[config.mk]
export PLATFORM = sky130hd
export DESIGN_NAME = hamming_secded_decoder
export DESIGN_NICKNAME = d
export VERILOG_FILES = /design/src/rtl/hamming_secded_decoder.sv
export SDC_FILE = /design/constraint.sdc
export NUM_CORES = 1
export LEC_CHECK = 0
export CAP_MARGIN = 20
export CORE_ASPECT_RATIO = 1.5
export CORE_MARGIN = 4
export CORE_UTILIZATION = 51
export CTS_CLUSTER_SIZE = 24
export DETAILED_ROUTE_END_ITERATION = 8
export PLACE_DENSITY = 0.8
export SYNTH_ARGS = -nofsm -noshare
export SYNTH_HDL_FRONTEND = slang
export SYNTH_SLANG_ARGS = --single-unit
[constraint.sdc]
create_clock -name clk -period 2.27 [get_ports clk]
set_clock_uncertainty 0.1 [all_clocks]
set_input_delay 0.3405 -clock clk [delete_from_list [all_inputs] [get_ports clk]]
set_output_delay 0.3405 -clock clk [all_outputs]
set_load 0.01 [all_outputs]
[src/rtl/hamming_secded_decoder.sv]
// Streaming SECDED Hamming decoder: two-stage valid/ready pipeline that corrects single-bit
// errors, flags double/out-of-range errors and keeps saturating error counters.
module hamming_secded_decoder #(
   parameter int unsigned DATA_W = 4,
   parameter int unsigned CNT_W  = 16,
   // Fixed-point iteration of P = clog2(DATA_W+P+1); converges from below within two steps.
   localparam int unsigned P0    = $clog2(DATA_W + 2),
   localparam int unsigned P1    = $clog2(DATA_W + P0 + 1),
   localparam int unsigned P2    = $clog2(DATA_W + P1 + 1),
   localparam int unsigned P     = $clog2(DATA_W + P2 + 1),
   localparam int unsigned CW_W  = DATA_W + P + 1
) (
   input  logic              clk,
   input  logic              rst_n,
   input  logic              in_valid,
   output logic              in_ready,
   input  logic [CW_W-1:0]   in_code,
   output logic              out_valid,
   input  logic              out_ready,
   output logic [DATA_W-1:0] out_data,
   output logic [P-1:0]      out_syndrome,
   output logic              out_corr,
   output logic              out_uncorr,
   input  logic              cnt_clr,
   output logic [CNT_W-1:0]  corr_cnt,
   output logic [CNT_W-1:0]  uncorr_cnt
);

   localparam logic [CNT_W-1:0] CntMax = '1;

   logic              s1_valid_q, s1_valid_d;
   logic [CW_W-1:0]   s1_code_q;
   logic              s2_valid_q, s2_valid_d;
   logic [DATA_W-1:0] s2_data_q;
   logic [P-1:0]      s2_syn_q;
   logic              s2_corr_q, s2_uncorr_q;
   logic [CNT_W-1:0]  corr_cnt_q, corr_cnt_d;
   logic [CNT_W-1:0]  uncorr_cnt_q, uncorr_cnt_d;

   logic              s2_load, s1_load, out_fire;
   logic [P-1:0]      syn;
   logic              par;
   logic              in_range;
   logic [CW_W-1:0]   fixed_code;
   logic [DATA_W-1:0] dec_data;
   logic              dec_corr, dec_uncorr;

   // Stage 2 can take new content when empty or when its word leaves this cycle.
   assign out_fire = s2_valid_q && out_ready;
   assign s2_load  = !s2_valid_q || out_ready;
   assign in_ready = !s1_valid_q || s2_load;
   assign s1_load  = in_valid && in_ready;

   always_comb begin
      syn = '0;
      for (int unsigned k = 1; k < CW_W; k++) begin
         if (s1_code_q[k]) syn = syn ^ k[P-1:0];
      end
      par      = ^s1_code_q;
      in_range = (32'(syn) <= CW_W - 1);
   end

   always_comb begin
      dec_corr   = 1'b0;
      dec_uncorr = 1'b0;
      fixed_code = s1_code_q;
      if (syn == '0) begin
         dec_corr = par;
      end else if (!in_range || !par) begin
         dec_uncorr = 1'b1;
      end else begin
         dec_corr = 1'b1;
         for (int unsigned k = 1; k < CW_W; k++) begin
            if (k[P-1:0] == syn) fixed_code[k] = ~s1_code_q[k];
         end
      end
   end

   // Data bits occupy the non-power-of-two positions in ascending order.
   always_comb begin
      int unsigned j;
      j        = 0;
      dec_data = '0;
      for (int unsigned k = 1; k < CW_W; k++) begin
         if ((k & (k - 1)) != 0) begin
            dec_data[j] = fixed_code[k];
            j = j + 1;
         end
      end
   end

   always_comb begin
      s1_valid_d = s1_valid_q;
      if (s1_load) s1_valid_d = 1'b1;
      else if (s2_load) s1_valid_d = 1'b0;
      s2_valid_d = s2_load ? s1_valid_q : s2_valid_q;
   end

   // Clear takes priority over a same-cycle increment.
   always_comb begin
      corr_cnt_d   = corr_cnt_q;
      uncorr_cnt_d = uncorr_cnt_q;
      if (cnt_clr) begin
         corr_cnt_d   = '0;
         uncorr_cnt_d = '0;
      end else if (out_fire) begin
         if (s2_corr_q && corr_cnt_q != CntMax) corr_cnt_d = corr_cnt_q + CNT_W'(1);
         if (s2_uncorr_q && uncorr_cnt_q != CntMax) uncorr_cnt_d = uncorr_cnt_q + CNT_W'(1);
      end
   end

   always_ff @(posedge clk or negedge rst_n) begin
      if (!rst_n) begin
         s1_valid_q   <= 1'b0;
         s1_code_q    <= '0;
         s2_valid_q   <= 1'b0;
         s2_data_q    <= '0;
         s2_syn_q     <= '0;
         s2_corr_q    <= 1'b0;
         s2_uncorr_q  <= 1'b0;
         corr_cnt_q   <= '0;
         uncorr_cnt_q <= '0;
      end else begin
         s1_valid_q   <= s1_valid_d;
         s2_valid_q   <= s2_valid_d;
         corr_cnt_q   <= corr_cnt_d;
         uncorr_cnt_q <= uncorr_cnt_d;
         if (s1_load) s1_code_q <= in_code;
         if (s2_load && s1_valid_q) begin
            s2_data_q   <= dec_data;
            s2_syn_q    <= syn;
            s2_corr_q   <= dec_corr;
            s2_uncorr_q <= dec_uncorr;
         end
      end
   end

   assign out_valid    = s2_valid_q;
   assign out_data     = s2_data_q;
   assign out_syndrome = s2_syn_q;
   assign out_corr     = s2_corr_q;
   assign out_uncorr   = s2_uncorr_q;
   assign corr_cnt     = corr_cnt_q;
   assign uncorr_cnt   = uncorr_cnt_q;

endmodule

==> impl_metrics.ini <==
[floorplanning]
die-area_mm2 = 0.00648
pin_count = 56
fp.dieW_um = 67.1
num_rows = 32
placeableCoreArea_mm2 = 0.00512
floorplan.initialDensity = 0.521
die_h_um = 96.6

[power_and_ir_drop]
power_density_mw_per_mm2 = 665
internal_power_uw = 1580
vdd_drop_max_mv = 0.548
power_switching_share = 0.310
clkPwrFrac = 0.219
net-switching-power_uw = 711
pwr-share-comb = 0.301
seqPwrFrac = 0.480
leakagePower_uw = 0.00127

[cts]
cts.reportedPaths.clkPinSlew_ns = 0.09
htree_num_levels = 2
clock_insertion_delay_worst_skew_ns = 0.30
cts_buf_count = 5
cts_setup_buffers = 0
cts.sink_count = 51
clock_root_buffer = clkbuf_8
cts-root-to-sink-buffers = 2
tritoncts = built

[synthesis]
synth_common_cells = dfrtp_1, xnor2_1, nor2_1
number_of_warning_messages_in_the_yosys_log = 0
synth.top_cell.area_share = 0.478
synth_net_count = 271
postSynthCellCount = 256
synth.top_cells.by_area = dfrtp_1, xnor2_1, nor2_1
synth_async_sr_flop_share = 1.00
netlist-cell-type-count = 42
avgSynthCellArea_um2 = 10.4
yosys.area.top_type = dfrtp_1
synth_edf_count = 0
synth-seq-area-share = 0.478
postSynth.topFlopCell = dfrtp_1
netlist_area_mm2 = 0.00267
count_of_state_elements_after_synthesis = 51
yosysMostFrequentCell = dfrtp_1

[sta]
whs_ns = 0.394
layout_setup_ws_ns = 0.138
rsz_0062_raised_after_global_routing = no
fin_setup_tns_ns = 0
worst_pin_slew_ns = 0.602
final_critical_period_ns = 2.13
relSlewSlack = 0.596
final-hold-violation-count = 0
slew_viol_final = 0
timing.fmax_mhz = 469
timing.final.crit_share = 0.939
finalSetupViolCount = 0

[setup_path]
regToRegSetupSlack_ns = 0.14
timing_worst_setup_path_type = reg2reg
cp_data_required_time_ns = 2.37
crit_path_max_fanout = 4
crit_path_end_kind = flop
crit_path_start_kind = flop
crit_arrival_ns = 2.23

[routing]
antenna_violating_nets_left = 0
first_drt_iteration_drcs = 88
dr.pass1.iters = 4
top_layer = met4
wl_met3_um = 247
detailroute.wirelength.met2_mm = 3.10
route.detailed.drc = 0
via_per_inst = 5.37
detail_route.wl_per_cell_um = 14.5
finalWirelength_mm = 5.65
wirelength_met1_mm = 2.22
via_count = 2093

[placed_design]
detailed_placement_wirelength_estimate_mm = 4.36
gpl.final_weighted_congestion = 0.848
io_buffer_count = 55
dpl_worst_slack_ns = -0.120
place_inst = 381

[final_layout]
layoutNonFillerInstCount = 390
utilization = 0.674
drive_above_1_share = 0.130
syn2layout_area_growth_pct = 29.3
final_nets = 336
num_antenna_cells = 0

[global_route]
number_of_global_route_vias_before_repair = 2207
globalRouteOverflowTotal = 0
grt_first_pass_wirelength_mm = 9.85
grt_antenna_before_repair = 0
grt_start_max_net_pins = 23
grt.total_usage = 0.193

[worst_hold_path]
hp-class = reg2reg

[run_status]
run_status = finished, final reports clean

[flow_run]
max_cap_viol_count = 0
power by group through the flow:
stage          combinational, uW  sequential (uW)  clock (uW)
2_1_floorplan                365             1140           0
3_3_place_gp                 677             1120           0
3_5_place_dp                 699             1120           0
4_1_cts                      703             1100         519
5_1_grt                      760             1120         564
6_report                     691             1100         502
cells in the final DEF (no fill, tap or decap), types with 2 or more instances in the layout:
master / n
nor3_2: 3
o21ai_0: 8
nor2_1: 31
mux2i_1: 3
a31oi_1: 2
ha_1: 2
nand3_1: 13
nor4b_1: 3
clkbuf_8: 5
nand4_1: 5
nor3_1: 6
xnor2_1: 40
dfrtp_1: 51
a21oi_1: 4
inv_1: 2
nor4_2: 2
o21ai_1: 3
a2111oi_2: 3
xor2_1: 4
nor3b_1: 2
nor4_1: 3
or3_1: 2
clkdlybuf4s50_1: 54
nand2b_1: 3
nand2_1: 22
buf_4: 9
nor4b_2: 2
clkbuf_1: 2
mux2_2: 8
nand3_2: 2
a211oi_1: 7
worst max-delay path, stage by stage (launching register included):
cell and delay, ns:
dfrtp_1 0.43, ha_1 0.21, nand4_1 0.18, or3_1 0.51
nor4b_1 0.40, xnor2_1 0.16, nor2_1 0.05
metal layers:
metal / track usage / vias to the layer above
met1: 0.222 / 1009
met5: 0 / -
met3: 0.0430 / 7
met2: 0.340 / 52
met4: 0.0672 / 0
li1: - / 1025
cell type report:
class	instances	area [um2]
flip-flops and latches	51	1280
multi-input cells	195	1360
fillers	450	1670
clock inverters	1	5.00
clock buffers	7	76.3
repair buffers	66	643
inverters	2	7.51
well taps	68	85.1
final timing paths:
check	start	endpoint	depth (start not counted)
max	uncorr_cnt[0]	uncorr_cnt[12]	6
min	out_data[2]	out_data[2]	2
max reg2reg	uncorr_cnt[0]	uncorr_cnt[12]	6
min reg2reg	out_data[2]	out_data[2]	2
max in group asynchronous	rst_n	out_uncorr	3
min in group asynchronous	rst_n	uncorr_cnt[14]	2
state kept, by name, indices dropped and copies added, names as in the netlist:
register / count
corr_cnt: 16
out_corr: 1
out_data: 4
out_syndrome: 3
out_uncorr: 1
out_valid: 1
s1_code_q: 8
s1_valid_q: 1
uncorr_cnt: 16
cells by family (layout without fill, tap and decap cells):
logic type	count (synthesis)	in the layout	share of synthesized area
fa+ha+maj	2	2	0.00937
compound gates	29	29	0.0764
simple gates	108	108	0.225
buf+inv	10	76	0.0155
flops	51	51	0.478
xor+xnor	45	45	0.150
mux	11	11	0.0450
stage by stage:
step           instance area, um2  power (uW)
3_5_place_dp                 3350        1820
5_1_grt                      3450        2440
3_3_place_gp                 3350        1800
6_report                     3450        2300
2_1_floorplan                2670        1510
4_1_cts                      3450        2330
timing repair:
item,CTS,global route
resized for setup,0,1
endpoints found under the hold margin,18,0
hold buffers,1,0
endpoints found under the setup margin,0,1
(Power assumes the default switching activity.)
